## config.mk

```make
export PLATFORM = sky130hd
export DESIGN_NAME = bram_row_loader
export DESIGN_NICKNAME = d
export VERILOG_FILES = /design/src/rtl/bram_row_loader.sv
export SDC_FILE = /design/constraint.sdc
export NUM_CORES = 1
export LEC_CHECK = 0
export ABC_AREA = 1
export CAP_MARGIN = 20
export CORE_AREA = 8 8 509 511
export CTS_BUF_LIST = sky130_fd_sc_hd__clkbuf_4 sky130_fd_sc_hd__clkbuf_8
export DETAILED_ROUTE_END_ITERATION = 16
export DIE_AREA = 0 0 517 519
export PLACE_DENSITY = 0.48
export RECOVER_POWER = 25
export SLEW_MARGIN = 20
export SYNTH_ARGS = -nofsm -noshare
export SYNTH_HDL_FRONTEND = slang
export SYNTH_SLANG_ARGS = --single-unit
```

## constraint.sdc

```tcl
create_clock -name clk -period 1.95 [get_ports clk]
set_clock_uncertainty 0.2 [all_clocks]
set_input_delay 0.195 -clock clk [delete_from_list [all_inputs] [get_ports clk]]
set_output_delay 0.195 -clock clk [all_outputs]
set_load 0.01 [all_outputs]
```

## src/rtl/bram_row_loader.sv

```systemverilog
// bram_row_loader: packs a valid/ready stream of IN_W-bit words into
// DATA_W-bit rows and writes ROWS rows through one BRAM port from BASE_ADDR.
//
// Ports:
//   clk, rst_n          clock, async active-low reset
//   start               1-cycle pulse, begins a run from IDLE or DONE
//   in_data, in_valid   input stream word and its valid
//   in_ready            loader accepts in_data this cycle (FILL only)
//   addr_o, ena_o, we_o BRAM address, enable and write enable
//   din_o               BRAM write data (registered row buffer)
//   busy, done          run in progress / run complete
module bram_row_loader #(
    parameter int ADDR_W    = 12,
    parameter int DATA_W    = 1280,
    parameter int IN_W      = 32,
    parameter int ROWS      = 4096,
    parameter int BASE_ADDR = 0
) (
    input  logic              clk,
    input  logic              rst_n,
    input  logic              start,
    input  logic [IN_W-1:0]   in_data,
    input  logic              in_valid,
    output logic              in_ready,
    output logic [ADDR_W-1:0] addr_o,
    output logic              ena_o,
    output logic              we_o,
    output logic [DATA_W-1:0] din_o,
    output logic              busy,
    output logic              done
);

    localparam int WORDS = DATA_W / IN_W;
    localparam int WCW   = (WORDS > 1) ? $clog2(WORDS) : 1;

    localparam logic [WCW-1:0]    LAST_WORD = WCW'(WORDS - 1);
    localparam logic [ADDR_W-1:0] LAST_ROW  = ADDR_W'(ROWS - 1);
    localparam logic [ADDR_W-1:0] BASE      = ADDR_W'(BASE_ADDR);

    if ((DATA_W % IN_W) != 0 || WORDS < 1 || ROWS < 1 ||
        longint'(ROWS) > (longint'(1) << ADDR_W)) begin : g_bad_params
        $fatal(1, "bram_row_loader: illegal parameter combination");
    end

    typedef enum logic [1:0] {
        IDLE,
        FILL,
        WRITE,
        DONE
    } state_t;

    state_t state;
    state_t state_nxt;

    logic [WCW-1:0]    word_cnt;
    logic [ADDR_W-1:0] row_cnt;
    logic              accept;

    assign accept = in_valid && in_ready;

    always_ff @(posedge clk or negedge rst_n) begin
        if (!rst_n) begin
            state <= IDLE;
        end else begin
            state <= state_nxt;
        end
    end

    always_comb begin
        state_nxt = state;
        in_ready  = 1'b0;
        ena_o     = 1'b0;
        we_o      = 1'b0;
        busy      = 1'b0;
        done      = 1'b0;
        unique case (state)
            IDLE: begin
                if (start) state_nxt = FILL;
            end
            FILL: begin
                in_ready = 1'b1;
                busy     = 1'b1;
                if (in_valid && word_cnt == LAST_WORD) state_nxt = WRITE;
            end
            WRITE: begin
                ena_o     = 1'b1;
                we_o      = 1'b1;
                busy      = 1'b1;
                state_nxt = (row_cnt == LAST_ROW) ? DONE : FILL;
            end
            DONE: begin
                done = 1'b1;
                if (start) state_nxt = FILL;
            end
            default: state_nxt = IDLE;
        endcase
    end

    // Row buffer doubles as din_o; stale words from the previous row are
    // simply overwritten as the new row fills.
    always_ff @(posedge clk or negedge rst_n) begin
        if (!rst_n) begin
            addr_o   <= BASE;
            din_o    <= '0;
            word_cnt <= '0;
            row_cnt  <= '0;
        end else begin
            unique case (state)
                IDLE, DONE: begin
                    if (start) begin
                        word_cnt <= '0;
                        row_cnt  <= '0;
                        addr_o   <= BASE;
                    end
                end
                FILL: begin
                    if (accept) begin
                        for (int k = 0; k < WORDS; k++) begin
                            if (word_cnt == WCW'(k)) begin
                                din_o[k*IN_W +: IN_W] <= in_data;
                            end
                        end
                        word_cnt <= word_cnt + 1'b1;
                    end
                end
                WRITE: begin
                    if (row_cnt != LAST_ROW) begin
                        row_cnt  <= row_cnt + 1'b1;
                        addr_o   <= addr_o + 1'b1;
                        word_cnt <= '0;
                    end
                end
                default: ;
            endcase
        end
    end

endmodule

```

### Yosys cells after proc, flatten, opt, wreduce, memory -nomap -nowiden

Index checks and enable logic that the tools add are counted.

| word-level totals | value |
|---|---|
| flip-flop bits (word level) | 1312 |
| input port bits | 36 |
| output and inout port bits | 1297 |
| word-level logic and storage cells | 162 |

| cells by class | value |
|---|---|
| add/sub/neg operators | 3 |
| equality and inequality tests | 48 |
| mux-type cells | 17 |
| reductions and logical operators | 50 |

Operators with widths:

| kind | count |
|---|---|
| 3-bit AND reduction | 42 |
| 6-bit by 5-bit == test with 1-bit output, second input constant | 16 |
| 6-bit by 4-bit == test with 1-bit output, second input constant | 8 |
| 6-bit == test, second input constant | 8 |
| 12-bit case mux with 2 select lines | 2 |
| 12-bit two-way mux | 3 |
| 12-bit by 1-bit adder with 12-bit output, second input constant | 2 |
| 6-bit by 3-bit == test with 1-bit output, second input constant | 4 |
| 6-bit two-way mux | 3 |
| 6-bit case mux with 3 select lines | 1 |
| 12-bit == test, second input constant | 1 |
| 6-bit by 2-bit == test with 1-bit output, second input constant | 2 |
| 12-bit inequality test, second input constant | 1 |
| 6-bit by 1-bit adder with 6-bit output, second input constant | 1 |
| 6-bit by 1-bit == test with 1-bit output, second input constant | 1 |
| 6-bit zero test | 1 |
| 2-bit two-way mux | 3 |
| 2-bit inequality test, second input constant | 3 |
| 2-bit case mux with 3 select lines | 1 |
| 2-bit == test, second input constant | 2 |
| 1-bit two-way mux | 4 |
| 2-bit OR reduction | 2 |
| 2-bit by 1-bit == test with 1-bit output, second input constant | 1 |
| 1-bit logical AND | 2 |
| 4 further kinds | 4 |

### Depth between registers and ports, before layout

| depth | value |
|---|---|
| depth after elaboration | 5 |
| depth in mapped cells | 10 |
| gate-level depth less buffers | 10 |

### Least setup slack after synthesis

No wires, ideal clock.

| timing path | value |
|---|---|
| path kind | register -> register |
| from | register state[1] |
| to | register din_o[613] |
| arrival | 1.875 ns |
| slack | -0.254 ns |
| cell stages (with the launch flop) | 10 |
| buffers on the path | 2 |
| clock period less this slack | 2.204 ns |
| cells stage by stage | dfrtp_1 inv_1 ha_1 nand2_2 nor3_4 buf_12 nand2_8 buf_6 nand2_1 o21ai_2 |

| on the way | value |
|---|---|
| cells in the longest elaborated chain, start to end | 4 |

RTL lines:

| what | line | source |
|---|---|---|
| from (decl) | 52 | `state_t state;` |
| from (signal assigned) | 65 | `state <= state_nxt;` |
| 2-bit by 1-bit == test with 1-bit output | 76 | `unique case (state)` |
| 1-bit two-way mux | 76 |  |
| net in_ready | 24 | `output logic in_ready,` |
| 1-bit logical AND | 59 | `assign accept = in_valid && in_ready;` |
| 3-bit AND reduction (no line) | -- |  |
| to (signal, indexed assignment) | 120 | `din_o[k*IN_W +: IN_W] <= in_data;` |
| to (decl) | 28 | `output logic [DATA_W-1:0] din_o,` |

The timed path passes the listed nets, and every way through them passes these cells.
A chain may end at the register's enable or synchronous reset.

### Worst setup path after layout

| timing path | value |
|---|---|
| from | register state[1] |
| to | register din_o[641] |

| on the way | value |
|---|---|
| cells in the longest elaborated chain, start to end | 4 |

RTL lines:

| what | line |
|---|---|
| 2-bit by 1-bit == test with 1-bit output (*) | 76, 108 |
| 1-bit two-way mux | 76 |
| 1-bit logical AND | 59 |
| 3-bit AND reduction (no line) (*) | -- |

Mark *: on every way between the ends. The rest lies on a longest branch, timed or not.

==> run summary <==
The final period utilization was 126.0%. OpenSTA, run right after detailed placement, puts the worst setup slack at -0.3837 ns. The worst-path cell with the longest stage delay was sky130_fd_sc_hd__dfrtp_1.

Counting distinct cell types in the post-synthesis netlist gives 28. After global routing the overflow that remains totals 0. For the number of endpoints failing setup at the final stage, the log shows 1,816.

TritonCTS built the clock tree. The maximum vdd drop is 0.8895 mV. In the post-synthesis netlist, the biggest area contributors are sky130_fd_sc_hd__dfrtp_1, sky130_fd_sc_hd__nand2_1, sky130_fd_sc_hd__o21ai_0, sky130_fd_sc_hd__o21ai_1, sky130_fd_sc_hd__clkbuf_1. At the pin with the least slew margin, the transition time is 1.350 ns.

The filler cell count is 26,294, and the placed instance count is 9,151. The count of buffers added on input and output ports is 1,332. The run gives 50 as the number of antenna violations at the first check in global routing. The final reports fail on setup timing.

Once detail routing completed, the nets flagged for antenna violations numbered 0. For the maximum number of pins on one net before global-route repair, the log shows 80. For this block, the initial DRC count from the detailed router was 3,703. After detailed routing, the number of remaining DRC violations is 0. Wire length of the first global-routing pass: 332,000 um. Summing the areas of all compound-gate instances in the mapped netlist gives 14.12% of the synthesized area. Clock-pin slew was measured on the worst setup and hold paths at 0.06 ns. sky130_fd_sc_hd__dfrtp_1 takes more of the synthesized area than any other cell. The count of cells in the finished layout, fillers not included, comes to 10,051.

The mean instance size in the synthesized netlist came out at 10.41 um^2. Dividing the detail-routed wire length by the instance count gives 25.09 um. The run finished, with violations left. Walking the worst path, the cells encountered are buf_4 > inv_4 > ha_4 > buf_4 > nand2_4 > nor3_4 > buf_6 > buf_12 > buf_12 > buf_16 > buf_16 > nand2_8 > nand2_1 > o21ai_2. Startpoint kind of the worst setup timing path: a register.

The stage delay of the slowest cell on the critical path was 0.40 ns; the number of core rows was 184. Clock tree synthesis found a total of 1,312 sinks. The power density over the cells came out at 1205 mW/mm^2. The die is 519 um tall. The layout overhead on the synthesized area is 59.05%. The tools report the number of iterations in the first detailed-routing pass as 7. For the via count of the first global-routing pass, the log shows 41,057. The final critical-path setup slack was -0.5062 ns; the count of pins on the block boundary was 1,333. The data required time of the critical path was 2.57 ns; the count of H-tree levels built during CTS was 4. In this run the worst path has a maximum fanout of 8. In this run, synthesis produced a sequential element count of 1,312. Setup repair after global routing could not meet its margin everywhere.

The run gives 10.03% as the worst slew margin relative to its limit. The cell sitting at the root of the clock tree is a sky130_fd_sc_hd__clkbuf_8. The routed design could run at a clock period as short as 2.456 ns.

The post-synthesis mux area share is 0%, and the final count of pins violating max slew is 0. The global-route usage over all layers came out at 17.29%. Synthesis produced 4,594 cells. The xor-xnor portion of the synthesized cell area was 0.05497%; the share of cells above drive strength 1 was 37.94%. The post-detailed-placement half-perimeter wirelength was 169,200 um. Buffers inserted during clock tree synthesis total 232. The arrival time at the worst endpoint was 3.07 ns; the area fraction of the dominant cell type after synthesis was 68.68%. After floorplanning, the core was sized to cover 0.2505 mm^2. Max-cap check violation count: 0.

Total detailed-routing wirelength: 252,200 um. From left edge to right edge, the die measures 517 um. The die area was 0.2683 mm^2. After Yosys synthesis, full adders, half adders and majority gates account for 0.2356% of the synthesized area.

The maximum clock path buffer count is 3. The critical path is of the register to register type. The logs give 0.1539 ns for the final-layout worst hold slack and 68.68% for the portion of the post-synthesis area used by sequential elements. The clock reaches the later pin of the worst-skew pair after 0.96 ns. STA classifies the critical path endpoint as a register. The worst hold path class is input port to register. For the total via count in the routed design, the log shows 41,971. After Yosys synthesis, and, or, nand and nor cells account for 12.37% of the synthesized area.

For the number of nets in the synthesized netlist, the log shows 4,639. Number of hold violations in the final report: 0. The largest family of logic cells by synthesized area was compound AO/OA/AOI/OAI gates. Dividing the detail-routed via count by the number of cells gives 4.176. For this run, the number of Yosys warnings is 0.

The initial utilization of the core area, before any placement, comes to 19.08%. Maximum frequency from static timing analysis: 407.1 MHz. In this run the static leakage power is 37.05 nW. The cell area after synthesis was 0.04780 mm^2; the routability-driven placement congestion ratio was 0.7866. The final layout net count came out at 6,535.
what timing repair did:
| item | CTS | global route |
|---|---|---|
| hold endpoints to repair | 2252 | 0 |
| setup endpoints to repair | 2516 | 2609 |
| gates resized for setup | 5855 | 452 |
| gates cloned | 0 | 40 |
| hold buffers | 36 | 0 |
| setup buffers | 308 | 69 |
| pin swaps | 2 | 8 |
flip-flops by register name (all words and copies together) (netlist names):
signal / flops
addr_o: 12
row_cnt: 12
din_o: 1280
word_cnt: 6
state: 2
final cells by class:
type	instances	area [um^2]	area share, %
diodes	19	47.55	0.06254
clock buffers	380	4742	6.237
clock inverters	48	541.8	0.7126
inverters	70	306.5	0.4032
multi-input cells	2849	13490	17.75
flip-flops and latches	1312	32840	43.19
well taps	3348	4189	5.510
repair buffers	2025	19870	26.14
routing by layer:
layer	vias up	wire length, um	GRT usage [%]
li1	18883	-	-
met4	6	8009	5.365
met3	374	27510	6.705
met2	2038	116500	27.69
met1	20670	100100	21.46
met5	-	42	0
worst max-delay path: cells and delay by family (launching register included):
kind	cells	cell delay [ns]
AO/OA/AOI/OAI	1	0.06
buffers and inverters	8	1.01
adder cells (fa/ha/maj)	1	0.13
AND/OR/NAND/NOR	4	0.48
flip-flops	1	0.40
synthesized netlist by cell type:
cell                       instances
sky130_fd_sc_hd__a21oi_1           6
sky130_fd_sc_hd__and2_1            1
sky130_fd_sc_hd__buf_12            1
sky130_fd_sc_hd__buf_2             9
sky130_fd_sc_hd__buf_4             2
sky130_fd_sc_hd__buf_6            60
sky130_fd_sc_hd__clkbuf_1        306
sky130_fd_sc_hd__clkinv_1          1
sky130_fd_sc_hd__dfrtp_1        1312
sky130_fd_sc_hd__ha_1              9
sky130_fd_sc_hd__inv_1            67
sky130_fd_sc_hd__inv_2             2
sky130_fd_sc_hd__nand2_1        1397
sky130_fd_sc_hd__nand2_2          16
sky130_fd_sc_hd__nand2_8          10
sky130_fd_sc_hd__nand3_1          22
sky130_fd_sc_hd__nand3b_1          1
sky130_fd_sc_hd__nor2_1           48
sky130_fd_sc_hd__nor2_2            2
sky130_fd_sc_hd__nor3_1            3
sky130_fd_sc_hd__nor3_4            2
sky130_fd_sc_hd__o211ai_1          1
sky130_fd_sc_hd__o21ai_0         977
sky130_fd_sc_hd__o21ai_1         296
sky130_fd_sc_hd__o21ai_2          38
sky130_fd_sc_hd__o21bai_1          1
sky130_fd_sc_hd__or2_2             1
sky130_fd_sc_hd__xor2_1            3
where the power goes:
part,internal [mW],switching [mW]
logic,13.2,13.1
clock network,15.9,12.6
registers,32.8,3.96
total,61.9,29.7
cell usage in the layout, fill, tap and decap left out, types with 35 or more instances in the layout:
cell type,netlist,layout
sky130_fd_sc_hd__clkinv_2,0,60
sky130_fd_sc_hd__buf_6,60,828
sky130_fd_sc_hd__o21ai_1,296,293
sky130_fd_sc_hd__o21ai_0,977,962
sky130_fd_sc_hd__dfrtp_1,1312,1309
sky130_fd_sc_hd__nand2_1,1397,1316
sky130_fd_sc_hd__clkbuf_4,0,81
sky130_fd_sc_hd__clkdlybuf4s50_1,0,114
sky130_fd_sc_hd__clkbuf_8,0,306
sky130_fd_sc_hd__buf_12,1,139
sky130_fd_sc_hd__dlygate4sd3_1,0,35
sky130_fd_sc_hd__buf_4,2,460
sky130_fd_sc_hd__buf_2,9,348
sky130_fd_sc_hd__clkbuf_2,0,61
sky130_fd_sc_hd__o21ai_2,38,56
sky130_fd_sc_hd__nand2_2,16,88
sky130_fd_sc_hd__nor2_1,48,43
per-stage QoR:
stage	setup TNS (ns)	power (mW)	utilization, %	area, um^2
finish	-434.33	91.59	30.35	76030
global route	-719.82	96.30	30.34	75990
CTS	-524.78	92.60	29.72	74450
detailed placement	-243.81	61.77	26.81	67170
global placement	-200.39	61.49	26.81	67170
floorplan	-33.17	43.91	-	47950
logic make-up after synthesis:
kind of cell / after synthesis
compound gates: 1319
buf+inv: 448
simple gates: 1503
xor+xnor: 3
flops: 1312
fa+ha+maj: 9
final timing paths:
path / from / to / slack (ns) / depth (start not counted)
worst max-delay path: state[1]$_DFFE_PN0P_ / din_o[641]$_DFFE_PN0P_ / -0.51 / 14
worst min-delay path: in_data[2] / din_o[962]$_DFFE_PN0P_ / 0.15 / 4
worst max register to register: state[1]$_DFFE_PN0P_ / din_o[641]$_DFFE_PN0P_ / -0.51 / 14
worst min register to register: din_o[910]$_DFFE_PN0P_ / din_o[910]$_DFFE_PN0P_ / 0.28 / 2
max in group asynchronous: rst_n / din_o[838]$_DFFE_PN0P_ / -0.31 / 6
min in group asynchronous: rst_n / din_o[1249]$_DFFE_PN0P_ / 1.08 / 4
(Power assumes the default switching activity.)
